[config.mk]
export PLATFORM = sky130hd
export DESIGN_NAME = bft_cmd_sequencer
export DESIGN_NICKNAME = d
export VERILOG_FILES = /design/src/rtl/bft_seq_pkg.sv /design/src/rtl/bft_seq_table.sv /design/src/rtl/bft_cmd_sequencer.sv
export SDC_FILE = /design/constraint.sdc
export NUM_CORES = 1
export LEC_CHECK = 0
export BUFFER_PORTS_ARGS = -buffer_cell sky130_fd_sc_hd__buf_2
export CAP_MARGIN = 20
export CORE_ASPECT_RATIO = 1.25
export CORE_MARGIN = 4
export CORE_UTILIZATION = 45
export CTS_BUF_LIST = sky130_fd_sc_hd__clkbuf_4 sky130_fd_sc_hd__clkbuf_8
export CTS_CLUSTER_DIAMETER = 60
export DETAILED_ROUTE_END_ITERATION = 10
export PLACE_DENSITY = 0.61
export SETUP_SLACK_MARGIN = 0.2
export SLEW_MARGIN = 20
export SYNTH_ARGS = -nofsm -noshare
export SYNTH_HDL_FRONTEND = slang
export SYNTH_SLANG_ARGS = --single-unit
export TNS_END_PERCENT = 20
[constraint.sdc]
create_clock -name clk -period 3.25 [get_ports clk]
set_input_delay 0.1625 -clock clk [delete_from_list [all_inputs] [get_ports clk]]
set_output_delay 0.1625 -clock clk [all_outputs]
set_load 0.005 [all_outputs]
[src/rtl/bft_seq_pkg.sv]
// Shared types and defaults for the bft command sequencer.
package bft_seq_pkg;

  localparam int unsigned SEQ_CMD_W    = 6;
  localparam int unsigned SEQ_DLY_W    = 8;
  localparam int unsigned SEQ_IDLE_CMD = 0;

  typedef logic [2:0] state_t;

  localparam state_t ST_IDLE   = 3'd0;
  localparam state_t ST_WAIT   = 3'd1;
  localparam state_t ST_ISSUE  = 3'd2;
  localparam state_t ST_DRAIN  = 3'd3;
  localparam state_t ST_FINISH = 3'd4;

  typedef struct packed {
    logic [SEQ_CMD_W-1:0] cmd;
    logic [SEQ_DLY_W-1:0] dly;
  } entry_t;

endpackage

[src/rtl/bft_seq_table.sv]
// Script table: one write port, one combinational read port with write-first forwarding.
module bft_seq_table #(
  parameter int unsigned DEPTH = 16,
  parameter int unsigned W     = 14,
  localparam int unsigned AW   = $clog2(DEPTH)
) (
  input  logic          clk,
  input  logic          we,
  input  logic [AW-1:0] waddr,
  input  logic [W-1:0]  wdata,
  input  logic [AW-1:0] raddr,
  output logic [W-1:0]  rdata_c
);

  logic [W-1:0] mem [DEPTH];

  always_ff @(posedge clk) begin
    if (we) mem[waddr] <= wdata;
  end

  // A write and a read of the same slot in one cycle returns the new data.
  assign rdata_c = (we && (waddr == raddr)) ? wdata : mem[raddr];

endmodule

[src/rtl/bft_cmd_sequencer.sv]
// Programmable (delay, cmd) script player for the bft NoC with done_all / timeout wrap-up.
module bft_cmd_sequencer
  import bft_seq_pkg::*;
#(
  parameter int unsigned DEPTH    = 16,
  parameter int unsigned CMD_W    = SEQ_CMD_W,
  parameter int unsigned DLY_W    = SEQ_DLY_W,
  parameter int unsigned CNT_W    = 32,
  parameter int unsigned TIMEOUT  = 1024,
  parameter int unsigned IDLE_CMD = SEQ_IDLE_CMD,
  localparam int unsigned IW      = $clog2(DEPTH),
  localparam int unsigned NW      = IW + 1
) (
  input  logic             clk,
  input  logic             rst,
  input  logic             ce,
  input  logic             wr_en,
  input  logic [IW-1:0]    wr_addr,
  input  logic [CMD_W-1:0] wr_cmd,
  input  logic [DLY_W-1:0] wr_dly,
  input  logic [NW-1:0]    num_entries,
  input  logic             start,
  input  logic             abort,
  input  logic             done_all,
  output logic [CMD_W-1:0] cmd,
  output logic             busy,
  output logic             done,
  output logic             pass,
  output logic             timed_out,
  output logic             aborted,
  output logic [CNT_W-1:0] cycles
);

  localparam int unsigned TW = $clog2(TIMEOUT + 1);
  localparam int unsigned EW = CMD_W + DLY_W;

  state_t           state_q, state_d;
  logic [IW-1:0]    idx_q, idx_d, rd_idx;
  logic [NW-1:0]    num_q, num_d;
  logic [DLY_W-1:0] dcnt_q, dcnt_d;
  logic [TW-1:0]    tcnt_q, tcnt_d;
  logic [CMD_W-1:0] cmd_d;
  logic             busy_d, done_d, pass_d, to_d, ab_d;
  logic [CNT_W-1:0] cyc_d;
  logic             enter, tbl_we;
  logic [EW-1:0]    rd_data;
  logic [CMD_W-1:0] rd_cmd;
  logic [DLY_W-1:0] rd_dly;

  assign tbl_we = ce && wr_en && (state_q == ST_IDLE);
  assign rd_cmd = rd_data[EW-1:DLY_W];
  assign rd_dly = rd_data[DLY_W-1:0];

  bft_seq_table #(.DEPTH(DEPTH), .W(EW)) u_table (
    .clk     (clk),
    .we      (tbl_we),
    .waddr   (wr_addr),
    .wdata   ({wr_cmd, wr_dly}),
    .raddr   (rd_idx),
    .rdata_c (rd_data)
  );

  // State register; ce=0 freezes every register.
  always_ff @(posedge clk or posedge rst) begin
    if (rst) begin
      state_q   <= ST_IDLE;
      idx_q     <= '0;
      num_q     <= '0;
      dcnt_q    <= '0;
      tcnt_q    <= '0;
      cmd       <= CMD_W'(IDLE_CMD);
      busy      <= 1'b0;
      done      <= 1'b0;
      pass      <= 1'b0;
      timed_out <= 1'b0;
      aborted   <= 1'b0;
      cycles    <= '0;
    end else if (ce) begin
      state_q   <= state_d;
      idx_q     <= idx_d;
      num_q     <= num_d;
      dcnt_q    <= dcnt_d;
      tcnt_q    <= tcnt_d;
      cmd       <= cmd_d;
      busy      <= busy_d;
      done      <= done_d;
      pass      <= pass_d;
      timed_out <= to_d;
      aborted   <= ab_d;
      cycles    <= cyc_d;
    end
  end

  // Next-state and next-output logic.
  always_comb begin
    state_d = state_q;
    idx_d   = idx_q;
    num_d   = num_q;
    dcnt_d  = dcnt_q;
    tcnt_d  = tcnt_q;
    cmd_d   = CMD_W'(IDLE_CMD);
    pass_d  = pass;
    to_d    = timed_out;
    ab_d    = aborted;
    cyc_d   = cycles;
    rd_idx  = idx_q;
    enter   = 1'b0;

    if ((state_q == ST_WAIT || state_q == ST_ISSUE || state_q == ST_DRAIN) && (cycles != '1))
      cyc_d = cycles + CNT_W'(1);

    case (state_q)
      ST_IDLE: begin
        rd_idx = '0;
        if (start && !abort) begin
          pass_d = 1'b0;
          to_d   = 1'b0;
          ab_d   = 1'b0;
          cyc_d  = CNT_W'(1);
          if ((num_entries != '0) && (num_entries <= NW'(DEPTH))) begin
            num_d = num_entries;
            idx_d = '0;
            enter = 1'b1;
          end else begin
            state_d = ST_FINISH;
          end
        end
      end
      ST_WAIT: begin
        if (abort) begin
          state_d = ST_FINISH;
        end else begin
          dcnt_d = dcnt_q - DLY_W'(1);
          if (dcnt_q == DLY_W'(1)) begin
            state_d = ST_ISSUE;
            cmd_d   = rd_cmd;
          end
        end
      end
      ST_ISSUE: begin
        rd_idx = idx_q + IW'(1);
        if (abort) begin
          state_d = ST_FINISH;
        end else if (({1'b0, idx_q} + NW'(1)) == num_q) begin
          state_d = ST_DRAIN;
          tcnt_d  = '0;
        end else begin
          idx_d = idx_q + IW'(1);
          enter = 1'b1;
        end
      end
      ST_DRAIN: begin
        if (abort) begin
          state_d = ST_FINISH;
        end else if (done_all) begin
          state_d = ST_FINISH;
          pass_d  = 1'b1;
        end else if (tcnt_q == TW'(TIMEOUT - 1)) begin
          state_d = ST_FINISH;
          to_d    = 1'b1;
        end else begin
          tcnt_d = tcnt_q + TW'(1);
        end
      end
      ST_FINISH: state_d = ST_IDLE;
      default:   state_d = ST_IDLE;
    endcase

    if (abort && (state_q == ST_WAIT || state_q == ST_ISSUE || state_q == ST_DRAIN)) begin
      ab_d   = 1'b1;
      pass_d = 1'b0;
      to_d   = 1'b0;
    end

    // Entering an entry: zero delay issues straight away, otherwise wait dly cycles.
    if (enter) begin
      if (rd_dly == '0) begin
        state_d = ST_ISSUE;
        cmd_d   = rd_cmd;
      end else begin
        state_d = ST_WAIT;
        dcnt_d  = rd_dly;
      end
    end

    busy_d = (state_d != ST_IDLE);
    done_d = (state_d == ST_FINISH);
  end

endmodule

==> out/qor.yml <==
timing:
  period_share_pct: 96.2
  drv_slew: 0
  worst_slew_pin_slew_ns: 0.889
  fin_crit_ns: 3.13
  hold_ws_ns: 0.0631
  skew_ns: 0.0224
  rsz0062_at_grt: "true"
  fmax_mhz: 320
  maxSlewHeadroom_pct: 40.2
  fin_tns_setup_ns: 0
  hold_viol_final: 0
  setup_violations: 0
global_route:
  use_met3_pct: 3.39
  grt_max_degree: 61
  grtUsageMet1_pct: 27.6
  grt.total_usage_pct: 21.4
  grt_pass1_vias: 9555
  met2_usage_pct: 37.0
  antenna_found_initial: 0
  busiest_layer: "met2"
  gr-total-overflow: 0
  grt_pass1_wl_mm: 54.8
run_status:
  status: "finished, final reports clean"
place:
  placedInstanceArea_um2: 14700
  dp_hpwl_mm: 22.5
  dp_cells: 1582
  port_buffers: 72
  gp_congestion: 0.864
power_and_ir_drop:
  vdd_drop_max_mv: 0.422
  p_per_area_nw_per_um2: 653
  leakagePower_nw: 6.43
  p_total_w: 0.0106
clock_tree:
  clk_pin_slew_ns: 0.06
  htree_num_levels: 2
  tritoncts: "built"
  clock-sinks: 298
  clock_latency_ns: 0.59
  cts_buffers: 47
  clock_path_buffers: 3
  root_buffer: "clkbuf_8"
synth:
  netlist_area_um2: 13500
  synth_area_per_cell_um2: 12.3
  synthFlopType: "edfxtp_1"
  synth_edf_count: 224
  syn_nets: 1135
  synth_seq_area_share_pct: 63.4
  ys_warn_count: 0
  synth.ff_latch_count: 298
  synth_cells: 1100
  ys_types: 79
  ys_async_sr_fraction_pct: 24.8
final_layout:
  nNetsFinal: 1312
  areaGrowthSynthToFinish_pct: 20.3
  final_area_um2: 16300
  drive_gt1_share_pct: 23.2
  finalNonFillerCells: 1712
  diodes: 0
  final_cell_mix: "edfxtp_1 (224), nand2_1 (193), nor2_1 (77)"
  layout_commonest_cell: "edfxtp_1"
floorplan:
  initial_core_util_pct: 46.0
  die_h_um: 202
  die_area_um2: 32900
  ioPinCount: 73
  row_count: 70
  core_um2: 29400
  die_w_um: 163
setup_path:
  path_max_fanout: 12
  worstPathRequired_ns: 3.71
  start_kind: "register"
  endpoint_kind: "register"
  arrival_ns: 3.58
  critPathKind: "register to register"
detailed_routing:
  vias: 9641
  routedWlPerCell_um: 20.9
  drt_pass1_iterations: 6
  vias_per_cell: 5.63
  drt_iter0_markers: 710
  wl_mm: 35.7
  postRouteAntennaNets: 0
  drcViolationCount: 0
flow_run:
  cap_violations: 0
min_path:
  hp-class: "input pin to register"
metal layers:
| layer | part of all wire [%] | wire length [µm] | up-vias |
|---|---|---|---|
| li1 | - | - | 4460 |
| met1 | 42 | 14900 | 4810 |
| met2 | 50 | 17900 | 306 |
| met3 | 5.2 | 1860 | 65 |
| met4 | 2.8 | 1000 | 0 |
| met5 | 0 | 0 | - |
cells by family (layout without fill, tap and decap cells):
logic type | count (synthesis) | in the layout | share of synthesized area [%]
compound gates | 172 | 172 | 9.49
xor+xnor | 35 | 35 | 2.27
fa+ha+maj | 5 | 5 | 0.462
buf+inv | 72 | 288 | 2.61
flops | 298 | 298 | 63.4
mux | 84 | 84 | 6.81
simple gates | 434 | 434 | 15.0
cell usage after synthesis, drive strengths merged (4+ instances only):
| library cell | count | area [µm²] |
|---|---|---|
| a21o | 5 | 37.5 |
| o31a | 6 | 52.6 |
| a22oi | 8 | 78.8 |
| clkbuf | 28 | 105 |
| mux4 | 5 | 113 |
| o2bb2ai | 8 | 70.1 |
| o31ai | 4 | 35.0 |
| and4 | 4 | 35.0 |
| nor2b | 5 | 31.3 |
| o21ai | 39 | 195 |
| ha | 5 | 62.6 |
| xor2 | 14 | 123 |
| nand3 | 53 | 278 |
| o221ai | 5 | 50.0 |
| nand4 | 9 | 56.3 |
| xnor2 | 21 | 184 |
| a31oi | 8 | 80.1 |
| nor3 | 22 | 131 |
| mux2i | 65 | 651 |
| nand2 | 194 | 728 |
| nor2 | 80 | 308 |
| a22o | 5 | 43.8 |
| and3 | 26 | 163 |
| or3 | 9 | 56.3 |
| a211oi | 5 | 42.5 |
| buf | 26 | 180 |
| nand2b | 6 | 37.5 |
| edfxtp | 224 | 6730 |
| dfrtp | 74 | 1850 |
| mux2 | 14 | 158 |
| and2 | 9 | 56.3 |
| inv | 17 | 63.8 |
| a311oi | 24 | 210 |
| nor4 | 5 | 31.3 |
| a32o | 4 | 40.0 |
| a21oi | 26 | 134 |
| a32oi | 4 | 35.0 |
worst max-delay path, stage by stage (launching register included):
cell and delay, ns:
dfrtp_2 0.46, buf_4 0.16, or3b_4 0.45, buf_4 0.24, mux2i_1 0.15, mux4_2 0.48
a22oi_2 0.24, o221ai_1 0.18, and2_4 0.23, a31oi_4 0.29, o2bb2ai_1 0.12
power by group:
group	total, W	internal [W]	switching, W
Combinational	0.00280	0.00126	0.00154
Clock	0.00338	0.00192	0.00147
Sequential	0.00445	0.00427	0.000182
state kept, by name, indices dropped and copies added, names as in the netlist, 3 cells and up:
register,flops
dcnt_q,8
num_q,5
tcnt_q,11
cycles,32
cmd,6
idx_q,4
state_q,3
u_table.mem,224
what timing repair did:
action | CTS | global route
cloned | 0 | 3
setup endpoints to repair | 16 | 28
hold endpoints to repair | 291 | 0
hold buffers | 24 | 0
pin swaps | 8 | 4
resized for setup | 12 | 23
setup buffers | 9 | 6
final timing paths:
check	slack, ns	end	cells past startpoint	startpoint
worst max-delay path	0.12	cmd[3]	10	state_q[0]
min in group asynchronous	0.27	cycles[27]	3	rst
worst min-delay path	0.06	timed_out	4	ce
worst min register to register	0.50	timed_out	2	timed_out
max in group asynchronous	2.27	cmd[0]	4	rst
worst max register to register	0.12	cmd[3]	10	state_q[0]
layout make-up:
class                      count  area (µm²)
inverter                      18        70.1
clock inverter                18         173
fill                        2516       13100
tap                          396         495
timing repair buffer         182        1370
sequential                   298        8580
clock buffer                  70         845
multi-input combinational    730        4750
through the flow:
step	util, %	worst slack, ns
finish	55.3	0.124
global route	55.3	0.0328
CTS	54.5	0.210
floorplan	-	0.329
detailed placement	49.8	0.0630
global placement	49.8	0.107
Note: power is estimated with default switching activity, not from simulation.
